File: src/rtl/puf_pkg.sv
// Shared definitions for the arbiter-PUF response collector: FSM states,
// LFSR feedback tap positions and the majority-vote evaluation count.
package puf_pkg;

    typedef enum logic [2:0] {
        ST_IDLE,
        ST_SETUP,
        ST_FIRE,
        ST_SAMPLE,
        ST_DONE
    } state_t;

    // Feedback taps besides the MSB: x^128 + x^29 + x^27 + x^2 + 1
    localparam int TAP_A = 28;
    localparam int TAP_B = 26;
    localparam int TAP_C = 1;

    localparam int VOTE_CNT = 3;

endpackage

File: src/rtl/puf_lfsr.sv
// Challenge generator: Fibonacci LFSR that shifts left with the feedback bit in the LSB.
// Loading a zero seed substitutes 1 so the register can never lock up.
module puf_lfsr
    import puf_pkg::*;
#(
    parameter int             N    = 128,
    parameter logic [N-1:0]   SEED = {{(N-1){1'b0}}, 1'b1}
)(
    input  logic         clk,
    input  logic         reset,
    input  logic         load,
    input  logic [N-1:0] load_val,
    input  logic         step,
    output logic [N-1:0] state
);

    logic [N-1:0] r_state;
    logic         w_fb;

    assign w_fb  = r_state[N-1] ^ r_state[TAP_A] ^ r_state[TAP_B] ^ r_state[TAP_C];
    assign state = r_state;

    always_ff @(posedge clk) begin
        if (!reset) begin
            r_state <= SEED;
        end else if (load) begin
            r_state <= (load_val == '0) ? {{(N-1){1'b0}}, 1'b1} : load_val;
        end else if (step) begin
            r_state <= {r_state[N-2:0], w_fb};
        end
    end

endmodule

File: src/rtl/puf_resp_collector.sv
// Arbiter-PUF controller: issues LFSR challenges, launches, samples the synchronised
// response and packs RESP_BITS of them per word. Define MAJORITY_VOTE_EN for 3-way voting.
module puf_resp_collector
    import puf_pkg::*;
#(
    parameter int           N         = 128,
    parameter int           RESP_BITS = 32,
    parameter int           SETTLE    = 4,
    parameter logic [127:0] SEED      = 128'h1
)(
    input  logic                 clk,
    input  logic                 reset,
    input  logic                 start,
    input  logic                 seed_load,
    input  logic [N-1:0]         seed,
    output logic                 puf_in,
    output logic [N-1:0]         puf_sel,
    input  logic                 puf_out,
    output logic [RESP_BITS-1:0] resp_data,
    output logic                 resp_valid,
    input  logic                 resp_ready,
    output logic                 busy
);

    localparam int             BCW         = $clog2(RESP_BITS);
    localparam int             SCW         = $clog2(SETTLE);
    localparam logic [BCW-1:0] BIT_LAST    = BCW'(RESP_BITS - 1);
    localparam logic [SCW-1:0] SETTLE_LAST = SCW'(SETTLE - 1);
    localparam logic [N-1:0]   SEED_N      = N'(SEED);

    state_t                r_state;
    logic [BCW-1:0]        r_bit_cnt;
    logic [SCW-1:0]        r_settle_cnt;
    logic                  r_sync1;
    logic                  r_sync2;
    logic [RESP_BITS-1:0]  r_shreg;
    logic [RESP_BITS-1:0]  r_resp_data;
    logic [N-1:0]          r_puf_sel;
    logic                  r_puf_in;
    logic                  r_resp_valid;
    logic                  r_busy;

    logic [N-1:0]          w_lfsr;
    logic                  w_lfsr_load;
    logic                  w_lfsr_step;
    logic                  w_last_eval;
    logic                  w_bit;

    assign puf_in     = r_puf_in;
    assign puf_sel    = r_puf_sel;
    assign resp_data  = r_resp_data;
    assign resp_valid = r_resp_valid;
    assign busy       = r_busy;

    assign w_lfsr_load = (r_state == ST_IDLE) && seed_load;
    assign w_lfsr_step = (r_state == ST_SAMPLE) && w_last_eval;

    puf_lfsr #(
        .N    (N),
        .SEED (SEED_N)
    ) u_lfsr (
        .clk      (clk),
        .reset    (reset),
        .load     (w_lfsr_load),
        .load_val (seed),
        .step     (w_lfsr_step),
        .state    (w_lfsr)
    );

`ifdef MAJORITY_VOTE_EN
    logic [1:0] r_eval_cnt;
    logic [1:0] r_vote_cnt;
    logic [1:0] w_ones;

    // At most two earlier ones are stored, so the total never exceeds 3.
    assign w_ones      = r_vote_cnt + {1'b0, r_sync2};
    assign w_last_eval = (r_eval_cnt == 2'(VOTE_CNT - 1));
    assign w_bit       = w_ones[1];

    always_ff @(posedge clk) begin
        if (!reset) begin
            r_eval_cnt <= 2'd0;
            r_vote_cnt <= 2'd0;
        end else if (r_state == ST_SAMPLE) begin
            if (w_last_eval) begin
                r_eval_cnt <= 2'd0;
                r_vote_cnt <= 2'd0;
            end else begin
                r_eval_cnt <= r_eval_cnt + 2'd1;
                r_vote_cnt <= w_ones;
            end
        end
    end
`else
    assign w_last_eval = 1'b1;
    assign w_bit       = r_sync2;
`endif

    // Outputs are registered, so each is set on the edge that enters the state it belongs to.
    always_ff @(posedge clk) begin
        if (!reset) begin
            r_state      <= ST_IDLE;
            r_bit_cnt    <= '0;
            r_settle_cnt <= '0;
            r_sync1      <= 1'b0;
            r_sync2      <= 1'b0;
            r_shreg      <= '0;
            r_resp_data  <= '0;
            r_puf_sel    <= '0;
            r_puf_in     <= 1'b0;
            r_resp_valid <= 1'b0;
            r_busy       <= 1'b0;
        end else begin
            r_sync1 <= puf_out;
            r_sync2 <= r_sync1;
            case (r_state)
                ST_IDLE: begin
                    r_puf_in <= 1'b0;
                    if (start) begin
                        r_state   <= ST_SETUP;
                        r_bit_cnt <= '0;
                        r_busy    <= 1'b1;
                    end
                end
                ST_SETUP: begin
                    r_puf_sel    <= w_lfsr;
                    r_settle_cnt <= '0;
                    r_puf_in     <= 1'b1;
                    r_state      <= ST_FIRE;
                end
                ST_FIRE: begin
                    if (r_settle_cnt == SETTLE_LAST) begin
                        r_puf_in <= 1'b0;
                        r_state  <= ST_SAMPLE;
                    end else begin
                        r_settle_cnt <= r_settle_cnt + SCW'(1);
                    end
                end
                ST_SAMPLE: begin
                    if (!w_last_eval) begin
                        r_state <= ST_SETUP;
                    end else begin
                        r_shreg <= {r_shreg[RESP_BITS-2:0], w_bit};
                        if (r_bit_cnt == BIT_LAST) begin
                            r_state <= ST_DONE;
                        end else begin
                            r_bit_cnt <= r_bit_cnt + BCW'(1);
                            r_state   <= ST_SETUP;
                        end
                    end
                end
                ST_DONE: begin
                    if (!r_resp_valid) begin
                        r_resp_valid <= 1'b1;
                        r_resp_data  <= r_shreg;
                    end else if (resp_ready) begin
                        r_resp_valid <= 1'b0;
                        r_busy       <= 1'b0;
                        r_state      <= ST_IDLE;
                    end
                end
                default: begin
                    r_state <= ST_IDLE;
                end
            endcase
        end
    end

endmodule

File: config.mk
export PLATFORM = sky130hd
export DESIGN_NAME = puf_resp_collector
export DESIGN_NICKNAME = d
export VERILOG_FILES = /design/src/rtl/puf_pkg.sv /design/src/rtl/puf_lfsr.sv /design/src/rtl/puf_resp_collector.sv
export SDC_FILE = /design/constraint.sdc
export NUM_CORES = 1
export LEC_CHECK = 0
export ABC_AREA = 1
export CAP_MARGIN = 20
export CORE_MARGIN = 2
export CORE_UTILIZATION = 35
export DETAILED_ROUTE_END_ITERATION = 7
export MAX_ROUTING_LAYER = met4
export SETUP_SLACK_MARGIN = 0.4
export SLEW_MARGIN = 20
export SYNTH_ARGS = -nofsm -noshare
export SYNTH_HDL_FRONTEND = slang
export SYNTH_SLANG_ARGS = --single-unit
File: constraint.sdc
create_clock -name clk -period 2.9 [get_ports clk]
set_clock_uncertainty 0.05 [all_clocks]
set_input_delay 0.58 -clock clk [delete_from_list [all_inputs] [get_ports clk]]
set_output_delay 0.58 -clock clk [all_outputs]
set_load 0.1 [all_outputs]
==> Word-level counts from Yosys, hierarchy flattened <==
Index checks and enable logic that the tools add are counted.
{ "op_classes": {"reduce_logical": 14, "bitwise_logic": 4, "mux": 22, "eq_ne": 12, "addsub": 2} }
{ "ops": {"columns": ["cell", "n"], "rows": [
  ["128-bit two-way mux", 3],
  ["128-bit logical NOT", 1],
  ["3-bit two-way mux", 5],
  ["3-bit case mux with 5 select lines", 1],
  ["2-bit != test, second input constant", 6],
  ["5-bit two-way mux", 2],
  ["5-bit case mux with 2 select lines", 1],
  ["4-bit AND reduction", 2],
  ["2-bit nonzero test", 4],
  ["3-bit by 2-bit equality test with 1-bit output, second input constant", 2],
  ["1-bit two-way mux", 6],
  ["2-bit AND reduction", 3],
  ["5-bit by 1-bit adder with 5-bit output, second input constant", 1],
  ["5-bit equality test, second input constant", 1],
  ["2-bit case mux with 2 select lines", 1],
  ["3-bit by 1-bit equality test with 1-bit output, second input constant", 1],
  ["3-bit equality test, second input constant", 1],
  ["3-bit logical NOT", 1],
  ["1-bit case mux with 3 select lines", 1],
  ["3-bit AND reduction", 1],
  ["3-bit nonzero test", 1],
  ["1-bit XOR", 3],
  ["2-bit by 1-bit adder with 2-bit output, second input constant", 1],
  ["2-bit equality test, second input constant", 1],
  ["other kinds (4)", 4]
]} }
{ "totals": {"out_inout_bits": 163, "in_bits": 134, "register_bits": 335, "wordCells": 66} }

==> Depth between registers and ports, before layout <==
{ "logic_depth": {"word_depth": 5, "ltp_mapped": 10, "ltp_nobuf": 10} }

==> Hierarchy <==
A second synthesis with hierarchy kept.
{ "hier_totals": {"hier_cells": 1785, "hier_area_um2": 13215.2} }
{ "by_module_without_submodules": {"columns": ["module", "area_each_um2", "n_inst", "seq_area_each_um2", "cells_each"], "rows": [
  ["puf_resp_collector", 7329.5, 1, 4144.0, 941],
  ["puf_lfsr", 5885.6, 1, 2562.5, 844]
]} }

==> Worst setup path after synthesis <==
Ideal clock, no wire load.
{ "synth_path": {"path_type": "register -> register", "startpoint": "register r_resp_valid (netlist: resp_valid)", "endpoint": "register r_resp_data[0] (netlist: resp_data[0])", "arrival_ns": 1.777, "n_path_buf": 1, "stages_incl_launch_ff": 6, "period_less_slack_ns": 1.894, "setup_ns": 0.067, "setup_slack_ns": 1.006, "required_time_ns": 2.783, "cell_sequence": "dfxtp_1 > nor2_1 > inv_1 > clkbuf_1 > nor2_1 > nor2_1"} }
{ "synth_via": {"elab_chain_cells": 2} }
{ "synth_rtl": {"columns": ["item", "line", "rtl"], "rows": [
  ["start, declared", "puf_resp_collector.sv:40", "logic r_resp_valid;"],
  ["start signal, assigned", "puf_resp_collector.sv:111", "r_resp_valid <= 1'b0;"],
  ["start signal, assigned", "puf_resp_collector.sv:154", "r_resp_valid <= 1'b1;"],
  ["start signal, assigned", "puf_resp_collector.sv:157", "r_resp_valid <= 1'b0;"],
  ["1-bit inverter (no source line)", null, null],
  ["2-bit AND reduction (no source line)", null, null],
  ["end signal, assigned", "puf_resp_collector.sv:155", "r_resp_data <= r_shreg;"],
  ["end, declared", "puf_resp_collector.sv:37", "logic [RESP_BITS-1:0] r_resp_data;"]
]} }
Every way passes these cells.
A chain may end at the register's enable or synchronous reset.

==> Final worst setup path <==
{ "layout_path": {"startpoint": "register r_state[0]", "endpoint": "register r_puf_sel[45] (netlist: puf_sel[45])"} }
{ "layout_via": {"elab_chain_cells": 1} }
{ "layout_rtl": {"columns": ["item", "line", "rtl"], "rows": [
  ["start, declared", "puf_resp_collector.sv:31", "state_t r_state;"],
  ["start signal, assigned", "puf_resp_collector.sv:102", "r_state <= ST_IDLE;"],
  ["start signal, assigned", "puf_resp_collector.sv:120", "r_state <= ST_SETUP;"],
  ["start signal, assigned", "puf_resp_collector.sv:129", "r_state <= ST_FIRE;"],
  ["3-bit by 1-bit equality test with 1-bit output", "puf_resp_collector.sv:116", "case (r_state)"],
  ["end signal, assigned", "puf_resp_collector.sv:126", "r_puf_sel <= w_lfsr;"],
  ["end, declared", "puf_resp_collector.sv:38", "logic [N-1:0] r_puf_sel;"]
]} }
Every way passes these cells.

==> metrics <==
r2r worst-path depth=5; Critical Path Source Type=register; post-synthesis cell area=13,270 sq um; clock transition at the registers of the reported paths=0.06 ns; Layout area overhead=31.75%; Hold Buf Count CTS=0; Net count, final=2,008; TritonCTS buffer count=38; Initial Util=35.38%; CTS Buffer Depth=3; cell-by-cell trace of the critical path=nand3_1 -> inv_6 -> buf_4 -> o21ai_0 -> a21oi_1; largest net degree at the start of global routing=90; DR vias=12,140; worst-margin pin slew=1.026 ns; port buffer count=296; Iteration-0 DRC Markers=623; Worst Hold Class=register to register; clk_lat worst skew=0.54 ns; synthesized flop and latch total=335; post-route minimum period=2.043 ns; drc violations=0; IO Count=297; CP Data Required Time=3.32 ns; num rows=71; Worst Hold Depth=2; final instance area=17,480 sq um; non-filler cells, final=2,411; Synth Warn #=0; final critical-path share of the clock period=70.45%; CTS tree=built; Synth cell types=30; placed cell area=16,210 sq um; Slew headroom=31.54%; utilization after layout=46.62%; critical path depth=5; first-pass GRT wire length=62.22 mm; gr usage total=20.33%; R2R Path End=puf_sel[45]; Pre-antenna DRT Iters=5; RSZ-0062 raised after global routing=false; Hold Startpoint=r_sync1; Detailed Place HPWL=26.40 mm; status=completed; max-cap violation count=0; FMAX=489.4 MHz; antenna-violating nets left=0; wire length per cell=16.48 microns; GPL Wtd Cong=0.8117; antenna violations before repair=2; reg2reg setup slack=0.86 ns; DR vias/cell=5.036; Hold Fails Final Rpt=0; Remaining Overflow, GRT=0; sequential share of the synthesized area=50.56%; fraction of layout cells with a size suffix above 1=16.07%; Worst Setup SP=r_state[0]; final setup fails=0; setup bufs post-CTS=0; Worst EP arrival=2.46 ns; CORE AREA=37,490 sq um; CP endpoint=puf_sel[45]; Detailed Route WL=39.73 mm; Buf/Inv on CP=2; area of the die=39,470 sq um; Max Slew Vio Count=0; Clock Tree Root=clkbuf_16; leakage=7.122 nW; Critical Path End Type=register; die height=198.7 microns; Worst R2R Start=r_state[0]; Post-Syn Instances=1,640; CTS H-Tree Depth=2; vias in the first global route=11,650; CP max stage cell=inv_6; syn_nets=1,777; setup TNS=0 ns; Placed Cells incl. Taps=2,342; critical path class=register to register; Clock Sinks=335; Peak VDD IR=0.6423 mV; family with the most delay on the worst path=buffers and inverters; Critical Path Fanout Max=76; Horiz. Die Dim=198.7 microns; CTS-repair resized insts=0; syn avg cell area=8.089 sq um; Worst path max stage delay=0.47 ns; PD cells=1110 nW/um^2
[report_power, final]
| group | internal, mW | switching, mW | total, mW |
|---|---|---|---|
| Combinational | 1.91 | 6.39 | 8.30 |
| Clock | 2.88 | 1.91 | 4.79 |
| Sequential | 5.71 | 0.609 | 6.32 |
| Total | 10.5 | 8.91 | 19.4 |
[stage by stage]
stage / power (mW) / worst slack, ns / hold WS, ns
6_report: 19.40 / 0.8569 / 0.3767
5_1_grt: 20.38 / 0.6237 / 0.4153
4_1_cts: 19.60 / 0.8361 / 0.3774
3_5_place_dp: 14.73 / 0.4652 / 0.3642
3_3_place_gp: 14.65 / 0.5003 / 0.3625
2_1_floorplan: 12.74 / 1.006 / 0.3405
[layout make-up]
cell class	instances	area (sq um)
Multi-Input combinational cell	1027	5410
Sequential cell	335	6706
Antenna cell	2	5.005
Clock inverter	12	95.09
Inverter	148	573.1
Clock buffer	55	1166
Timing Repair Buffer	321	2882
Tap cell	511	639.4
Fill cell	3744	20010
[per-layer routing]
| metal | global-route usage, % | wire, microns | vias up |
|---|---|---|---|
| li1 | - | - | 6050 |
| met1 | 26.84 | 18420 | 5694 |
| met2 | 30.95 | 17740 | 339 |
| met3 | 4.273 | 2601 | 58 |
| met4 | 6.855 | 966 | 0 |
| met5 | - | 0 | - |
[registers in the layout, indices dropped and copies added (netlist names)]
register,flops
puf_in,1
r_sync2,1
puf_sel,128
r_settle_cnt,2
u_lfsr.state,128
r_shreg,32
resp_data,32
resp_valid,1
r_bit_cnt,5
r_state,3
busy,1
r_sync1,1
[Yosys cell counts, drive strengths merged]
| master | number | area share, % |
|---|---|---|
| a211oi | 1 | 0.057 |
| a21oi | 137 | 5.2 |
| a221oi | 126 | 10 |
| a311oi | 1 | 0.066 |
| a31oi | 1 | 0.047 |
| buf | 44 | 2.0 |
| clkbuf | 86 | 2.4 |
| clkinv | 2 | 0.066 |
| dfxtp | 335 | 51 |
| ha | 3 | 0.28 |
| inv | 146 | 4.2 |
| nand2 | 191 | 5.5 |
| nand3 | 5 | 0.19 |
| nor2 | 227 | 6.5 |
| nor3 | 4 | 0.15 |
| o21ai | 327 | 12 |
| or2 | 1 | 0.047 |
| xnor2 | 3 | 0.20 |
[cell families after synthesis]
family | count (synthesis) | share of synthesized area [%]
adder cells (fa/ha/maj) | 3 | 0.2830
XOR/XNOR | 3 | 0.1981
flip-flops | 335 | 50.56
AO/OA/AOI/OAI | 593 | 27.88
buffers and inverters | 278 | 8.659
AND/OR/NAND/NOR | 428 | 12.42
[worst register-to-register path: stages, from the launching register on]
cell and delay [ns]:
dfxtp_1 0.42, nand3_1 0.28, inv_6 0.47, buf_4 0.47, o21ai_0 0.14, a21oi_1 0.15
[layout by cell type (no fill, tap or decap), types with 2 or more instances in the layout]
| cell type | Yosys | final |
|---|---|---|
| dfxtp_1 | 335 | 335 |
| o21ai_0 | 306 | 306 |
| nor2_1 | 225 | 225 |
| nand2_1 | 188 | 188 |
| buf_4 | 2 | 177 |
| inv_1 | 143 | 142 |
| a21oi_1 | 137 | 137 |
| clkdlybuf4s50_1 | 0 | 132 |
| a221oi_1 | 86 | 86 |
| a221oi_2 | 40 | 40 |
| clkbuf_16 | 0 | 39 |
| o21ai_1 | 21 | 21 |
| clkbuf_8 | 0 | 13 |
| buf_12 | 0 | 11 |
| clkinv_2 | 1 | 8 |
| nand3_1 | 5 | 5 |
| nor3_1 | 4 | 4 |
| xnor2_1 | 3 | 3 |
| inv_6 | 0 | 3 |
| inv_4 | 1 | 3 |
| ha_1 | 3 | 3 |
| clkbuf_1 | 86 | 3 |
| diode_2 | 0 | 2 |
| nand2_4 | 2 | 2 |
[worst min path at each step]
| stage | to | slack, ns |
|---|---|---|
| floorplan | r_sync2 | 0.34 |
| global placement | r_sync2 | 0.36 |
| detailed placement | r_sync2 | 0.36 |
| CTS | r_sync2 | 0.38 |
| global route | r_sync2 | 0.42 |
| finish | r_sync2 | 0.38 |
Power figures use the tool's default switching activity.
